**src/rtl/icache_dm.sv**
```systemverilog
// icache_dm: direct-mapped, read-only instruction cache.
// Hits return the word combinationally in the same cycle. A miss stalls
// the fetch stage while a two-state fill FSM streams the whole line from
// the backing memory, always word 0 upward, one request outstanding.
// Optional hit/miss statistics are built only when ICACHE_STATS_EN is
// defined. Otherwise hit_count and miss_count are tied to zero and the
// port list stays the same.
//
// state | meaning
// IDLE  | lookups active; a non-hit cycle without inv starts a line fill
// FILL  | mem_req high; each ack writes one word; the last ack closes the line

module icache_dm #(
    parameter int LINES          = 16,
    parameter int WORDS_PER_LINE = 4
) (
    input  logic        clk,
    input  logic        rst,
    input  logic [31:0] im_addr,
    output logic        im_valid,
    output logic [31:0] im_data,
    input  logic        inv,
    output logic        mem_req,
    output logic [31:0] mem_addr,
    input  logic        mem_ack,
    input  logic [31:0] mem_rdata,
    output logic [31:0] hit_count,
    output logic [31:0] miss_count
);

    localparam int OFF_W = $clog2(WORDS_PER_LINE);
    localparam int IDX_W = $clog2(LINES);
    localparam int TAG_W = 30 - OFF_W - IDX_W;

    typedef enum logic {
        IDLE,
        FILL
    } state_t;

    state_t state;

    logic [TAG_W-1:0] tag_arr  [LINES];
    logic [31:0]      data_arr [LINES][WORDS_PER_LINE];
    logic [LINES-1:0] valid;

    logic [TAG_W-1:0] fill_tag;
    logic [IDX_W-1:0] fill_idx;
    logic [OFF_W-1:0] cnt;
    logic             inv_pend;

    logic [OFF_W-1:0] offset;
    logic [IDX_W-1:0] index;
    logic [TAG_W-1:0] tag;
    logic             hit;
    logic             last_word;
    logic             unused_addr_bits;

    // Fetch address split; the byte-within-word bits carry no meaning.
    assign offset           = im_addr[OFF_W+1:2];
    assign index            = im_addr[OFF_W+IDX_W+1:OFF_W+2];
    assign tag              = im_addr[31:OFF_W+IDX_W+2];
    assign unused_addr_bits = ^im_addr[1:0];

    // Lookup is only honoured in IDLE, so the cpu stays stalled for the whole fill.
    assign hit      = (state == IDLE) && valid[index] && (tag_arr[index] == tag);
    assign im_valid = hit;
    assign im_data  = data_arr[index][offset];

    // Request is decoded straight from the state so it drops with async reset.
    assign mem_req   = (state == FILL);
    assign mem_addr  = {fill_tag, fill_idx, cnt, 2'b00};
    assign last_word = (cnt == OFF_W'(WORDS_PER_LINE - 1));

    // Fill FSM: line latch, word counter, valid bits and the sticky invalidate.
    always_ff @(posedge clk or posedge rst) begin
        if (rst) begin
            state    <= IDLE;
            fill_tag <= '0;
            fill_idx <= '0;
            cnt      <= '0;
            inv_pend <= 1'b0;
            valid    <= '0;
        end else begin
            // Invalidate drops every line, including any line already complete.
            if (inv) begin
                valid <= '0;
            end
            case (state)
                IDLE: begin
                    if (!hit && !inv) begin
                        fill_tag <= tag;
                        fill_idx <= index;
                        cnt      <= '0;
                        state    <= FILL;
                    end
                end
                FILL: begin
                    // An invalidate seen during the fill must keep this line invalid.
                    if (inv) begin
                        inv_pend <= 1'b1;
                    end
                    if (mem_ack) begin
                        cnt <= cnt + 1'b1;
                        if (last_word) begin
                            if (!inv_pend && !inv) begin
                                valid[fill_idx] <= 1'b1;
                            end
                            inv_pend <= 1'b0;
                            state    <= IDLE;
                        end
                    end
                end
                default: state <= IDLE;
            endcase
        end
    end

    // Tag and data storage. Only the fill path writes it, and it needs no reset because valid gates every use.
    always_ff @(posedge clk) begin
        if (state == FILL && mem_ack) begin
            data_arr[fill_idx][cnt] <= mem_rdata;
            if (last_word) begin
                tag_arr[fill_idx] <= fill_tag;
            end
        end
    end

`ifdef ICACHE_STATS_EN
    logic [31:0] hit_q;
    logic [31:0] miss_q;

    // Wrapping statistics. An invalidate wins over any increment in the same cycle.
    always_ff @(posedge clk or posedge rst) begin
        if (rst) begin
            hit_q  <= '0;
            miss_q <= '0;
        end else if (inv) begin
            hit_q  <= '0;
            miss_q <= '0;
        end else begin
            if (hit) begin
                hit_q <= hit_q + 32'd1;
            end
            if (state == IDLE && !hit) begin
                miss_q <= miss_q + 32'd1;
            end
        end
    end

    assign hit_count  = hit_q;
    assign miss_count = miss_q;
`else
    assign hit_count  = '0;
    assign miss_count = '0;
`endif

endmodule

```
**config.mk**
```make
export PLATFORM = sky130hd
export DESIGN_NAME = icache_dm
export DESIGN_NICKNAME = d
export VERILOG_FILES = /design/src/rtl/icache_dm.sv
export SDC_FILE = /design/constraint.sdc
export NUM_CORES = 2
export LEC_CHECK = 0
export ABC_AREA = 1
export BUFFER_PORTS_ARGS = -buffer_cell sky130_fd_sc_hd__buf_2
export CORE_ASPECT_RATIO = 0.7
export CORE_MARGIN = 1.5
export CORE_UTILIZATION = 50
export CTS_CLUSTER_SIZE = 14
export DETAILED_ROUTE_END_ITERATION = 16
export PLACE_DENSITY = 0.67
export SLEW_MARGIN = 40
export SYNTH_ARGS = -nofsm -noshare
export SYNTH_HDL_FRONTEND = slang
export SYNTH_SLANG_ARGS = --single-unit
```
**constraint.sdc**
```tcl
create_clock -name clk -period 4.4 [get_ports clk]
set_input_delay 0.66 -clock clk [delete_from_list [all_inputs] [get_ports clk]]
set_output_delay 0.66 -clock clk [all_outputs]
set_load 0.01 [all_outputs]
```
==> results.toml <==
[die]
die-area_um2 = 199400
coreArea_um2 = 194400
rows = 135
die_w_um = 533.0
die_h_um = 374.0
initial_core_util_pct = 50.57
io_pins = 198

[grt]
grtUsageTotal_pct = 26.66
grt_max_degree = 109
grt_pass1_wl_mm = 396.2
grt_pass1_vias = 60090
grt_antenna_before_repair = 16
grt.overflow.total = 0

[detailed_routing]
drt_iter0_drc = 7967
antenna_left = 0
num_vias = 64030
routedWlPerCell_um = 25.40
firstDrtPassIters = 14
via_per_inst = 6.034
post-route-drc-count = 9
wirelength_mm = 269.5

[setup_path]
path_buf_inv = 6
arrival_ns = 3.47
cp_common_cell = "buf_12"
crit_type = "in -> out"
cp.required_ns = 3.74
crit_chain = "buf_8 -> inv_16 -> buf_12 -> buf_12 -> buf_12 -> o21ai_0 -> o22ai_1 -> o21ai_0 -> o22ai_1 -> nor2_1 -> o21ai_1 -> buf_2"
slowest_stage = "o21ai_1"
critical_path.top_delay_family = "buffers and inverters"
reg2reg_slack_ns = 1.30
cp_max_fo = 74
crit_path_start_kind = "input port"
slowest_delay_ns = 0.43
critPathCaptureType = "primary output"

[timing]
setup_viol = 0
hold_viol = 0
fin_setup_tns_ns = 0
clock_skew_ns = 0.05170
maxSlewViolCount = 0
slew_headroom_pct = 42.34
tightest_slew_ns = 0.8650
rsz0062_at_grt = "false"
fin_crit_sh_pct = 93.92
fmax_ghz = 0.2420
fin_crit_ns = 4.132
whs_ns = 0.08755

[clock_network]
cts_setup_buffers = 0
numClockSinks = 2480
cts_made_buffers = 225
clkLatencyLatePin_ns = 0.86
max-clock-path-buffers = 3
root_buffer = "clkbuf_16"
cts_tree = "built"
cts.clk_slew.worst_paths_ns = 0.06
cts_max_level = 4
ctsResizeCount = 0

[power_and_ir_drop]
total_power_mw = 51.24
swShare_pct = 24.17
power.internal_mw = 38.86
p_leak_nw = 36.62
p_per_area_nw_per_um2 = 462.0
clockPowerShare_pct = 37.3
combPwrFrac_pct = 8.6
power_frac_seq_pct = 54.2
switching_power_mw = 12.39
irDropWorstVdd_uv = 429.6

[worst_hold_path]
hold_class = "in -> reg"

[placed_design]
hpwl_mm = 147.0
port_buffers = 129
place_inst = 10190
gp_congestion = 0.8401

[logic_synthesis]
syn_area_per_cell_um2 = 12.85
synth.lib_cells_used.distinct = 29
yosysWarnings = 0
syn_inst = 7654
synth_top_area_share_pct = 74.28
synth_area_um2 = 98320
yosysTopAreaCell = "edfxtp_1"
ys_top_cells_by_area = "edfxtp_1 (74%), o21ai_0 (6.7%), nor2_1 (5.9%), o22ai_1 (4.1%), nand2_1 (2.0%)"
synth-seq-cells = 2480
yosysSeqAreaShare_pct = 75.50

[finish]
final_nets = 7886
syn_to_final_growth_pct = 12.79
layout-drive-gt1-share_pct = 10.62
layout_common_cells = "edfxtp_1 (2432), nor2_1 (1482), o21ai_0 (1312)"
final_common_cell = "edfxtp_1"
final_cells = 10610

[flow_run]
cap_violations = 0

[run_status]
violations = "DRC"
outcome = "finished, violations left"
==> through the flow <==
| stage | cell area, um2 | utilization (%) | worst slack [ns] |
|---|---|---|---|
| after floorplan | 98560 | - | 0.3391 |
| after global placement | 103600 | 53.28 | 0.2486 |
| after detailed placement | 103700 | 53.34 | 0.2754 |
| after CTS | 110800 | 57.00 | 0.2686 |
| after global routing | 110900 | 57.04 | 0.1643 |
| final | 110900 | 57.04 | 0.2676 |
==> sequential cells by signal, summed over array words and instances (netlist names) <==
register,cells
valid,16
data_arr,2048
fill_tag,24
cnt,2
mem_req,1
inv_pend,1
fill_idx,4
tag_arr,384
==> kinds of logic after synthesis <==
family	Yosys count	share of synthesized area, %
flops	2480	75.50
simple gates	2333	9.244
compound gates	2113	11.76
buf+inv	723	3.440
fa+ha+maj	4	0.05090
other cells	1	0.003814
==> Yosys cell counts <==
cell,count
a21boi_1,1
a21oi_1,9
a31oi_1,1
and2_1,1
buf_1,12
buf_2,139
buf_4,105
buf_6,13
clkbuf_1,337
clkinv_1,2
conb_1,1
dfrtp_1,48
edfxtp_1,2432
ha_1,4
inv_1,113
inv_2,1
inv_4,1
nand2_1,527
nand2_2,1
nand3_1,255
nor2_1,1546
o211ai_1,17
o21ai_0,1312
o21ai_1,87
o221ai_1,1
o22ai_1,652
o32ai_1,33
or2_1,2
or2_2,1
==> path summary, 6_finish.rpt <==
path                                  start              end  depth (start not counted)
worst max register to register      mem_req  data_arr[5][18]                          6
worst min-delay path            im_addr[14]      fill_tag[6]                          3
worst max-delay path             im_addr[4]       im_data[2]                         12
worst min register to register     valid[4]         valid[4]                          2
min in group asynchronous               rst      fill_tag[7]                          3
max in group asynchronous               rst        valid[10]                          4
==> tightest hold or removal path, delay by kind of cell <==
family                 cells  cell delay (ns)
buffers and inverters      2             0.17
AOI/OAI and AO/OA          1             0.07
==> power by group through the flow <==
stage	clock network, mW	registers [mW]	logic [mW]
after floorplan	0	28.1	2.18
final	19.1	27.8	4.39
after CTS	19.3	27.8	4.35
after global placement	0	28.2	4.24
after detailed placement	0	28.3	4.33
after global routing	20.1	27.9	4.71
==> metal layers <==
metal / global-route usage (%) / share of wire, %
met1: 38.18 / 41
met2: 41.53 / 46
met3: 5.209 / 9.8
met4: 7.908 / 2.8
met5: 0 / 0.038
==> timing repair <==
item / in CTS / in global routing
setup endpoints to repair: 0 / 0
hold buffers: 1 / 0
endpoints found under the hold margin: 24 / 0
==> cell type report <==
class	instances	area, um2
flip-flops and latches	2480	74230
diodes	5	12.51
clock inverters	120	1023
multi-input cells	4516	21430
fillers	15310	83520
repair buffers	474	4397
inverters	117	476.7
well taps	2603	3257
clock buffers	295	6070
Power figures use the tool's default switching activity.
